`src/rtl/riscv_alu_issue.sv`:
```
// RV32I ALU-class decode/issue stage with a 2-entry skid buffer towards the ALU.
// Optional statistics counters are enabled by defining RISCV_ALU_ISSUE_STATS_EN.
module riscv_alu_issue #(
  parameter int XLEN = 32
) (
  input  logic            clk_i,
  input  logic            rst_i,
  input  logic            flush_i,
  input  logic            in_valid_i,
  output logic            in_ready_o,
  input  logic [31:0]     instr_i,
  input  logic [XLEN-1:0] pc_i,
  input  logic [XLEN-1:0] rs1_data_i,
  input  logic [XLEN-1:0] rs2_data_i,
  output logic            alu_valid_o,
  input  logic            alu_ready_i,
  output logic [XLEN-1:0] operand_a_o,
  output logic [XLEN-1:0] operand_b_o,
  output logic [3:0]      alu_op_o,
  output logic [4:0]      rd_addr_o,
  output logic            rd_we_o,
  output logic            illegal_o
`ifdef RISCV_ALU_ISSUE_STATS_EN
  ,
  output logic [31:0]     issued_cnt_o,
  output logic [31:0]     stall_cnt_o
`endif
);

  typedef enum logic [3:0] {
    ALU_ADD    = 4'b0000,
    ALU_SUB    = 4'b0001,
    ALU_AND    = 4'b0010,
    ALU_OR     = 4'b0011,
    ALU_XOR    = 4'b0100,
    ALU_SLL    = 4'b0101,
    ALU_SRL    = 4'b0110,
    ALU_SRA    = 4'b0111,
    ALU_SLT    = 4'b1000,
    ALU_SLTU   = 4'b1001,
    ALU_PASS_A = 4'b1010,
    ALU_PASS_B = 4'b1011
  } alu_op_e;

  localparam logic [6:0] OPC_OP_IMM = 7'b0010011;
  localparam logic [6:0] OPC_OP     = 7'b0110011;
  localparam logic [6:0] OPC_LUI    = 7'b0110111;
  localparam logic [6:0] OPC_AUIPC  = 7'b0010111;
  localparam logic [6:0] F7_BASE    = 7'b0000000;
  localparam logic [6:0] F7_ALT     = 7'b0100000;

  typedef struct packed {
    logic [XLEN-1:0] a;
    logic [XLEN-1:0] b;
    alu_op_e         op;
    logic [4:0]      rd;
    logic            we;
    logic            illegal;
  } bundle_t;

  logic [6:0]      opcode;
  logic [2:0]      funct3;
  logic [6:0]      funct7;
  logic [4:0]      rd;
  logic [XLEN-1:0] imm_i;
  logic [XLEN-1:0] imm_u;
  logic [XLEN-1:0] shamt;

  assign opcode = instr_i[6:0];
  assign rd     = instr_i[11:7];
  assign funct3 = instr_i[14:12];
  assign funct7 = instr_i[31:25];
  assign imm_i  = {{(XLEN-12){instr_i[31]}}, instr_i[31:20]};
  assign imm_u  = {instr_i[31:12], 12'b0};
  assign shamt  = {{(XLEN-5){1'b0}}, instr_i[24:20]};

  bundle_t dec;
  logic    legal;

  // Shift encodings fold into the shared funct3 map; only funct7 legality differs.
  always_comb begin
    dec   = '0;
    dec.op = ALU_ADD;
    legal = 1'b0;
    case (opcode)
      OPC_OP_IMM: begin
        dec.a = rs1_data_i;
        dec.b = imm_i;
        legal = 1'b1;
        case (funct3)
          3'b000: dec.op = ALU_ADD;
          3'b010: dec.op = ALU_SLT;
          3'b011: dec.op = ALU_SLTU;
          3'b100: dec.op = ALU_XOR;
          3'b110: dec.op = ALU_OR;
          3'b111: dec.op = ALU_AND;
          3'b001: begin
            dec.op = ALU_SLL;
            dec.b  = shamt;
            legal  = (funct7 == F7_BASE);
          end
          default: begin
            dec.b = shamt;
            if (funct7 == F7_BASE)     dec.op = ALU_SRL;
            else if (funct7 == F7_ALT) dec.op = ALU_SRA;
            else                       legal  = 1'b0;
          end
        endcase
      end
      OPC_OP: begin
        dec.a = rs1_data_i;
        dec.b = rs2_data_i;
        if (funct7 == F7_BASE) begin
          legal = 1'b1;
          case (funct3)
            3'b000:  dec.op = ALU_ADD;
            3'b001:  dec.op = ALU_SLL;
            3'b010:  dec.op = ALU_SLT;
            3'b011:  dec.op = ALU_SLTU;
            3'b100:  dec.op = ALU_XOR;
            3'b101:  dec.op = ALU_SRL;
            3'b110:  dec.op = ALU_OR;
            default: dec.op = ALU_AND;
          endcase
        end else if (funct7 == F7_ALT) begin
          if (funct3 == 3'b000) begin
            legal  = 1'b1;
            dec.op = ALU_SUB;
          end else if (funct3 == 3'b101) begin
            legal  = 1'b1;
            dec.op = ALU_SRA;
          end
        end
      end
      OPC_LUI: begin
        legal  = 1'b1;
        dec.op = ALU_PASS_B;
        dec.a  = '0;
        dec.b  = imm_u;
      end
      OPC_AUIPC: begin
        legal  = 1'b1;
        dec.op = ALU_ADD;
        dec.a  = pc_i;
        dec.b  = imm_u;
      end
      default: legal = 1'b0;
    endcase
    if (!legal) begin
      dec.a  = '0;
      dec.b  = '0;
      dec.op = ALU_ADD;
    end
    dec.rd      = rd;
    dec.we      = legal && (rd != 5'd0);
    dec.illegal = !legal;
  end

  bundle_t or_q;
  bundle_t sr_q;
  logic    or_valid;
  logic    sr_valid;
  logic    accept;
  logic    or_free;

  assign in_ready_o = !sr_valid && !rst_i;
  assign accept     = in_valid_i && in_ready_o && !flush_i;
  assign or_free    = !or_valid || alu_ready_i;

  // The skid entry always drains into the output register first to keep FIFO order.
  always_ff @(posedge clk_i) begin
    if (rst_i) begin
      or_valid <= 1'b0;
      sr_valid <= 1'b0;
      or_q     <= '0;
      sr_q     <= '0;
    end else if (flush_i) begin
      or_valid <= 1'b0;
      sr_valid <= 1'b0;
    end else if (or_free) begin
      if (sr_valid) begin
        or_q     <= sr_q;
        or_valid <= 1'b1;
        sr_valid <= accept;
        if (accept) sr_q <= dec;
      end else begin
        or_valid <= accept;
        if (accept) or_q <= dec;
      end
    end else if (accept) begin
      sr_q     <= dec;
      sr_valid <= 1'b1;
    end
  end

  assign alu_valid_o = or_valid;
  assign operand_a_o = or_q.a;
  assign operand_b_o = or_q.b;
  assign alu_op_o    = or_q.op;
  assign rd_addr_o   = or_q.rd;
  assign rd_we_o     = or_q.we;
  assign illegal_o   = or_q.illegal;

`ifdef RISCV_ALU_ISSUE_STATS_EN
  logic [31:0] issued_cnt;
  logic [31:0] stall_cnt;

  // Counters survive flushes; only reset clears them.
  always_ff @(posedge clk_i) begin
    if (rst_i) begin
      issued_cnt <= '0;
      stall_cnt  <= '0;
    end else begin
      if (or_valid && alu_ready_i)  issued_cnt <= issued_cnt + 32'd1;
      if (or_valid && !alu_ready_i) stall_cnt  <= stall_cnt + 32'd1;
    end
  end

  assign issued_cnt_o = issued_cnt;
  assign stall_cnt_o  = stall_cnt;
`endif

endmodule

```
`config.mk`:
```
export PLATFORM = sky130hd
export DESIGN_NAME = riscv_alu_issue
export DESIGN_NICKNAME = d
export VERILOG_FILES = /design/src/rtl/riscv_alu_issue.sv
export SDC_FILE = /design/constraint.sdc
export NUM_CORES = 1
export LEC_CHECK = 0
export ABC_AREA = 0
export BUFFER_PORTS_ARGS = -buffer_cell sky130_fd_sc_hd__buf_2
export CAP_MARGIN = 15
export CORE_ASPECT_RATIO = 1.4
export CORE_UTILIZATION = 45
export CTS_CLUSTER_SIZE = 20
export DETAILED_ROUTE_END_ITERATION = 10
export MAX_ROUTING_LAYER = met4
export PLACE_DENSITY = 0.82
export SYNTH_ARGS = -nofsm -noshare
export SYNTH_HDL_FRONTEND = slang
export SYNTH_SLANG_ARGS = --single-unit
export TNS_END_PERCENT = 50
```
`constraint.sdc`:
```
create_clock -name clk_i -period 2.9 [get_ports clk_i]
set_input_delay 0.145 -clock clk_i [delete_from_list [all_inputs] [get_ports clk_i]]
set_output_delay 0.145 -clock clk_i [all_outputs]
set_load 0.01 [all_outputs]
```
==> results of run 1 <==
## repair_timing
item | in CTS | in global routing
endpoints found under the setup margin | 0 | 0
hold buffers | 5 | 0
hold endpoints to repair | 6 | 0
resized for setup | 0 | 0
## cells in the mapped netlist, types with 3 or more instances
cell type,instances
dfxtp_1,152
o21ai_0,90
a21oi_1,87
nand2_1,70
clkbuf_1,62
nor2_1,49
a22oi_1,34
and3_1,27
o31a_1,27
a221oi_1,24
o22ai_1,22
mux2i_1,12
o31ai_1,11
a22o_1,10
buf_6,10
or3_1,8
nand3_1,7
a211oi_1,6
nand2b_1,6
o21ai_1,6
buf_2,5
nor3_1,5
o32ai_1,5
nand3b_1,3
nor2b_1,3
nor3_2,3
nor4_1,3
## stage by stage
stage	setup slack, ns	hold slack [ns]
2_1_floorplan	0.9190	0.2178
3_3_place_gp	0.5051	0.3825
3_5_place_dp	0.4053	0.3852
4_1_cts	0.6523	0.002660
5_1_grt	0.4802	0.03501
6_report	0.6603	0.01458
## sequential cells by signal, summed over array words and instances, names as in the netlist
name / flops
sr_valid: 1
rd_addr_o: 5
operand_a_o: 32
operand_b_o: 32
alu_valid_o: 1
rd_we_o: 1
alu_op_o: 4
illegal_o: 1
sr_q: 75
## layer usage
| metal | track usage, % | vias up | routed length, µm |
|---|---|---|---|
| met2 | 41.89 | 299 | 9493 |
| met1 | 33.58 | 3093 | 8075 |
| li1 | - | 3225 | - |
| met5 | - | - | 0 |
| met3 | 4.926 | 48 | 1494 |
| met4 | 11.43 | 0 | 699 |
## critical path, cell delays in order (launching register included)
cell and delay, ns:
dfxtp_1 0.32, nor2b_1 0.17, and4b_1 0.38, nor2_4 0.67, buf_4 0.46, nand2_1 0.09
o21ai_0 0.08
## cells in the final DEF, fill, tap and decap left out, drive strengths merged, types with 20 or more instances in the layout
master and count:
buf 229, dfxtp 152, o21ai 96, a21oi 87, nand2 70, nor2 49, a22oi 34, and3 27
o31a 27, a221oi 24, o22ai 22, clkbuf 20
## power by group
part / switching [mW] / internal [mW] / total, mW
clock: 0.840 / 1.38 / 2.22
sequential: 0.0159 / 2.12 / 2.14
combinational: 0.212 / 0.152 / 0.364
total: 1.07 / 3.66 / 4.72
## cell type report
type | count | area [µm²]
fillers | 1351 | 6041
multi-input cells | 540 | 3206
flip-flops and latches | 152 | 3047
repair buffers | 234 | 1259
clock buffers | 20 | 456.7
well taps | 189 | 236.5
clock inverters | 9 | 126.4
inverters | 2 | 7.507
## worst min-delay path by stage
stage,to,cells after the start,startpoint
global route,sr_q[38],3,rs2_data_i[27]
floorplan,alu_valid_o,1,flush_i
finish,sr_q[42],3,rs2_data_i[31]
CTS,sr_q[42],3,rs2_data_i[31]
detailed placement,sr_valid,2,flush_i
global placement,sr_valid,2,flush_i
## kinds of logic (layout without fill, tap and decap cells)
family          count (synthesis)  after routing  share of synthesized area [%]
compound gates                333            333                          32.00
simple gates                  194            194                          14.13
flops                         152            152                          46.08
buf+inv                        81            265                          5.836
mux                            12             12                          1.819
xor+xnor                        1              1                         0.1327
==> results.cfg, run 1 <==
[power_and_ir_drop]
design_power_total_mw = 4.723
power.static_leakage_nw = 3.462
powerDensity_mw_per_mm2 = 566.4
peak_supply_drop_uv = 399.7

[setup_path]
worst_r2r_path_depth = 6
crit-reg2reg-capture = sr_q[59]
start_kind = register
endpoint = sr_q[59]
crit_path_start = alu_valid_o
ff2ff_setup_slack_ns = 0.66
worst-endpoint-required_ns = 3.23
worstPathMaxFanout = 31
worstReg2RegStart = alu_valid_o
setup.worst_path.class = reg -> reg
crit_arrival_ns = 2.57
worstSetupEndpointType = register

[min_path]
hold_path.class = in -> reg

[grt]
wire_length_of_the_first_global_routing_pass_um = 31520
grt_max_degree = 114
global_route.overflow_total = 0
antenna_found_initial = 0
grt.total_usage_pct = 26.71
vias_in_the_first_global_route = 6114

[synth]
synth_top_area_share_pct = 46.08
netlist_instances = 773
sequential_area_share_after_synthesis_pct = 46.08
syn_area_per_cell_um2 = 8.543
top_cells_by_area_in_the_synthesized_netlist = dfxtp_1 (46%), o21ai_0 (6.8%), a21oi_1 (6.6%)
synth_seq_cells = 152
yosysUniqueCellTypes = 46
yosysWarnings = 0
postSynth.asyncResetShare_pct = 0
synth_top_cell_by_area = dfxtp_1
synth_enable_flop_cells = 0
mappedNetlistArea_mm2 = 0.006604
synthesis.nets = 906
yosys_most_used_dff = dfxtp_1

[sta]
final-max-slew-violation-count = 0
timing.clock.skew_ns = 0.008421
final_hold_viol_count = 0
fmax_achieved_ghz = 0.4465
worst_pin_slew_ns = 1.102
timing.slew.headroom_pct = 26.55
fin_setup_tns_ns = 0
final-setup-viol-count = 0
grt_setup_unrepaired = no
layout_worst_path_cycle_share_pct = 77.23
fin_crit_ns = 2.240

[route]
route.antenna.remaining_nets = 0
vias_per_cell = 5.816
avgRoutedWirePerCell_um = 17.25
drt-total-wl_um = 19760
initialDrtViolationCount = 524
residual_drc_count = 0
drt-pass1-iter-count = 7
via_count = 6665

[place]
post-place-cells = 1112
placement.cell_area_mm2 = 0.007705
place.port_buffers = 209
hpwlAfterDp_um = 12870
gp_congestion = 0.8706

[outcome]
outcome = finished clean

[floorplan]
std_cell_rows = 52
starting_density_of_the_core_pct = 45.93
die_area_mm2 = 0.01517
floorplan.core_area_mm2 = 0.01438
die_w_um = 104.4
boundaryPins = 210
die_y_um = 145.3

[cells_and_area]
finalCoreUtilization_pct = 57.99
design.final.nets = 1080
area.growth.synth_to_final_pct = 26.26
post-route-cell-area_mm2 = 0.008338
layout_cell_share_with_drive_strength_beyond_1_pct = 28.42
n_antenna_cell = 0
finish.cell_count_without_fillers = 1146

[clock_network]
clk_latency_ns = 0.41
cts_buffers = 17
h-tree-depth = 4
cts_num_sinks = 152
cts.path.max_buffers = 2
clock_root_cell = clkbuf_16
clkSlewWorstSetupHoldPaths_ns = 0.06
cts_tree = built
post_cts_buffers = 0

[run]
max_cap_violations = 0
Note: power is estimated with default switching activity, not from simulation.
==> run 2: changes to the inputs <==
Settings changed: PLACE_DENSITY 0.82 to 0.85.
Clock period 2.9 ns to 1.99 ns, I/O delays scaled along.
==> run 2 against run 1 <==
Net effect: die area is the same; critical endpoint is now sr_q[14]; clock power grew 40%; fmax grew 17%; highest routed layer unchanged; first-iteration DRC count shrank 11%; critical path depth is the same; sequential power grew 46%; combinational power grew 63%; final cell count grew 4.2%.
==> results.cfg, run 2 (same netlist as run 1, synthesis figures left out) <==
[grt]
grt_use_met1_pct = 34.00
gr-usage-met3_pct = 4.926
gr-usage-met2_pct = 42.45
wire_length_of_the_first_global_routing_pass_um = 32820
grt_max_degree = 85
top_usage_layer = met2
vias_in_the_first_global_route = 6542
grt.total_usage_pct = 27.58
antenna_found_initial = 3
global_route.overflow_total = 0

[min_path]
hold_path.class = in -> reg
worstHoldPathCells = 3

[power_and_ir_drop]
clock_power_share_pct = 45.6
peak_supply_drop_uv = 475.6
combPwrFrac_pct = 8.7
power_report.internal_total_mw = 5.255
power_frac_seq_pct = 45.7
powerDensity_mw_per_mm2 = 776.8
power.static_leakage_nw = 3.679
net_switching_fraction_of_the_power_pct = 22.97
power.switching_mw = 1.567

[sta]
final-setup-viol-count = 0
grt_setup_unrepaired = yes
timing.clock.skew_ns = 0.005879
worst_pin_slew_ns = 0.8207
timing.slew.headroom_pct = 45.16
layout_worst_path_cycle_share_pct = 96.31
fin_crit_ns = 1.916
worst_slack_ns = 0.07350
final-max-slew-violation-count = 0
final_hold_viol_count = 0
minimum_hold_slack_ns = 0.007505
fmax_achieved_ghz = 0.5218

[setup_path]
worstSetupEndpointType = register
crit_arrival_ns = 2.22
worst_r2r_path_depth = 6
setup.worst_path.class = reg -> reg
critical_path_depth = 6
worstPathMaxFanout = 33
worst_path_largest_cell_delay_ns = 0.63
timing.critical_path.max_delay_family = simple AND/OR/NAND/NOR gates
critical_path.n_buffers_inverters = 1
worst-endpoint-required_ns = 2.30
crit_path_top_delay_cell = nor2_4
cp_cell_sequence = nor2b_1 -> and4b_1 -> nor2_4 -> buf_12 -> nand2_1 -> o31ai_1
start_kind = register

[place]
hpwlAfterDp_um = 13270
dpl_worst_slack_ns = -0.2023
place.port_buffers = 209
gp_congestion = 0.8794

[clock_network]
post_cts_buffers = 0
cts_tree = built
clkSlewWorstSetupHoldPaths_ns = 0.06
clock_root_cell = clkbuf_16
cts_buffers = 17
clk_latency_ns = 0.41
cts_num_sinks = 152
cts.path.max_buffers = 2
h-tree-depth = 4

[cells_and_area]
design.final.nets = 1124
num-fill-cells = 1259
layout_cell_share_with_drive_strength_beyond_1_pct = 29.64
area.growth.synth_to_final_pct = 33.00
number_of_flip_flops_in_the_largest_register = 75
finalCoreUtilization_pct = 61.09
layout_commonest_cell = buf_2
most-common-layout-cells = buf_2 (209), dfxtp_1 (151), o21ai_0 (90)
registers.top_by_ff_count = sr_q

[floorplan]
die_area_mm2 = 0.01517
std_cell_rows = 52
floorplan.core_area_mm2 = 0.01438
die_w_um = 104.4
boundaryPins = 210
starting_density_of_the_core_pct = 45.93
die_y_um = 145.3

[route]
drt-total-wl_um = 20520
avgRoutedWirePerCell_um = 17.18
drt-pass1-iter-count = 5
initialDrtViolationCount = 467
via_count = 7036
residual_drc_count = 0
route.antenna.remaining_nets = 0
vias_per_cell = 5.893

[run]
max_cap_violations = 0

[outcome]
outcome = finished clean
run 2: cell types whose count changed in the layout (fill, tap and decap cells not counted), sizes merged:
cell / change
buf: +25
bufinv: -1
clkbuf: +2
clkinv: -1
clkinvlp: +1
diode: +3
dlygate4sd3: +19
run 2: what timing repair did:
action	in CTS	in global routing
endpoints found under the setup margin	0	2
hold buffers	24	0
endpoints found under the hold margin	23	0
gates resized for setup	0	1
run 2: worst paths after layout:
path | endpoint | slack (ns) | start
setup / recovery | sr_q[14] | 0.07 | alu_valid_o
hold / removal | sr_q[30] | 0.008 | rs2_data_i[19]
setup reg to reg | sr_q[14] | 0.07 | alu_valid_o
hold reg to reg | sr_q[42] | 0.44 | sr_q[42]
run 2: layer usage:
layer  vias to the layer above  part of all wire, %
li1                       3328                    -
met1                      3294                   42
met2                       343                   47
met3                        71                  6.6
met4                         0                  4.6
met5                         -                    0
run 2: tightest hold or removal path: stages:
cell	delay, ns
buf_2	0.07
a221oi_1	0.08
o21ai_0	0.13
run 2: layout make-up:
| type | instances | area (µm²) | share of cell area, % |
|---|---|---|---|
| Clock inverter | 8 | 98.84 | 1.125 |
| Antenna cell | 3 | 7.507 | 0.08547 |
| Sequential cell | 152 | 3047 | 34.69 |
| Inverter | 2 | 7.507 | 0.08547 |
| Timing Repair Buffer | 278 | 1715 | 19.53 |
| Clock buffer | 22 | 464.2 | 5.285 |
| Tap cell | 189 | 236.5 | 2.692 |
| Multi-Input combinational cell | 540 | 3207 | 36.51 |
run 2: power groups by stage:
stage          registers, mW  clock network [mW]  logic [mW]
2_1_floorplan           3.21                   0       0.224
3_3_place_gp            3.18                   0       0.540
3_5_place_dp            3.18                   0       0.550
4_1_cts                 3.12                3.14       0.586
5_1_grt                 3.12                3.29       0.638
6_report                3.12                3.11       0.592
run 2: through the flow:
step / power [mW] / cells / TNS [ns] / instance area (µm²)
after CTS: 6.845 / 1191 / 0 / 8772
after detailed placement: 3.733 / 1137 / -13.87 / 7969
after floorplan: 3.431 / 773 / 0 / 6604
after global placement: 3.723 / 1137 / -7.098 / 7969
after global routing: 7.046 / 1194 / -0.004725 / 8783
final: 6.823 / 1194 / 0 / 8783
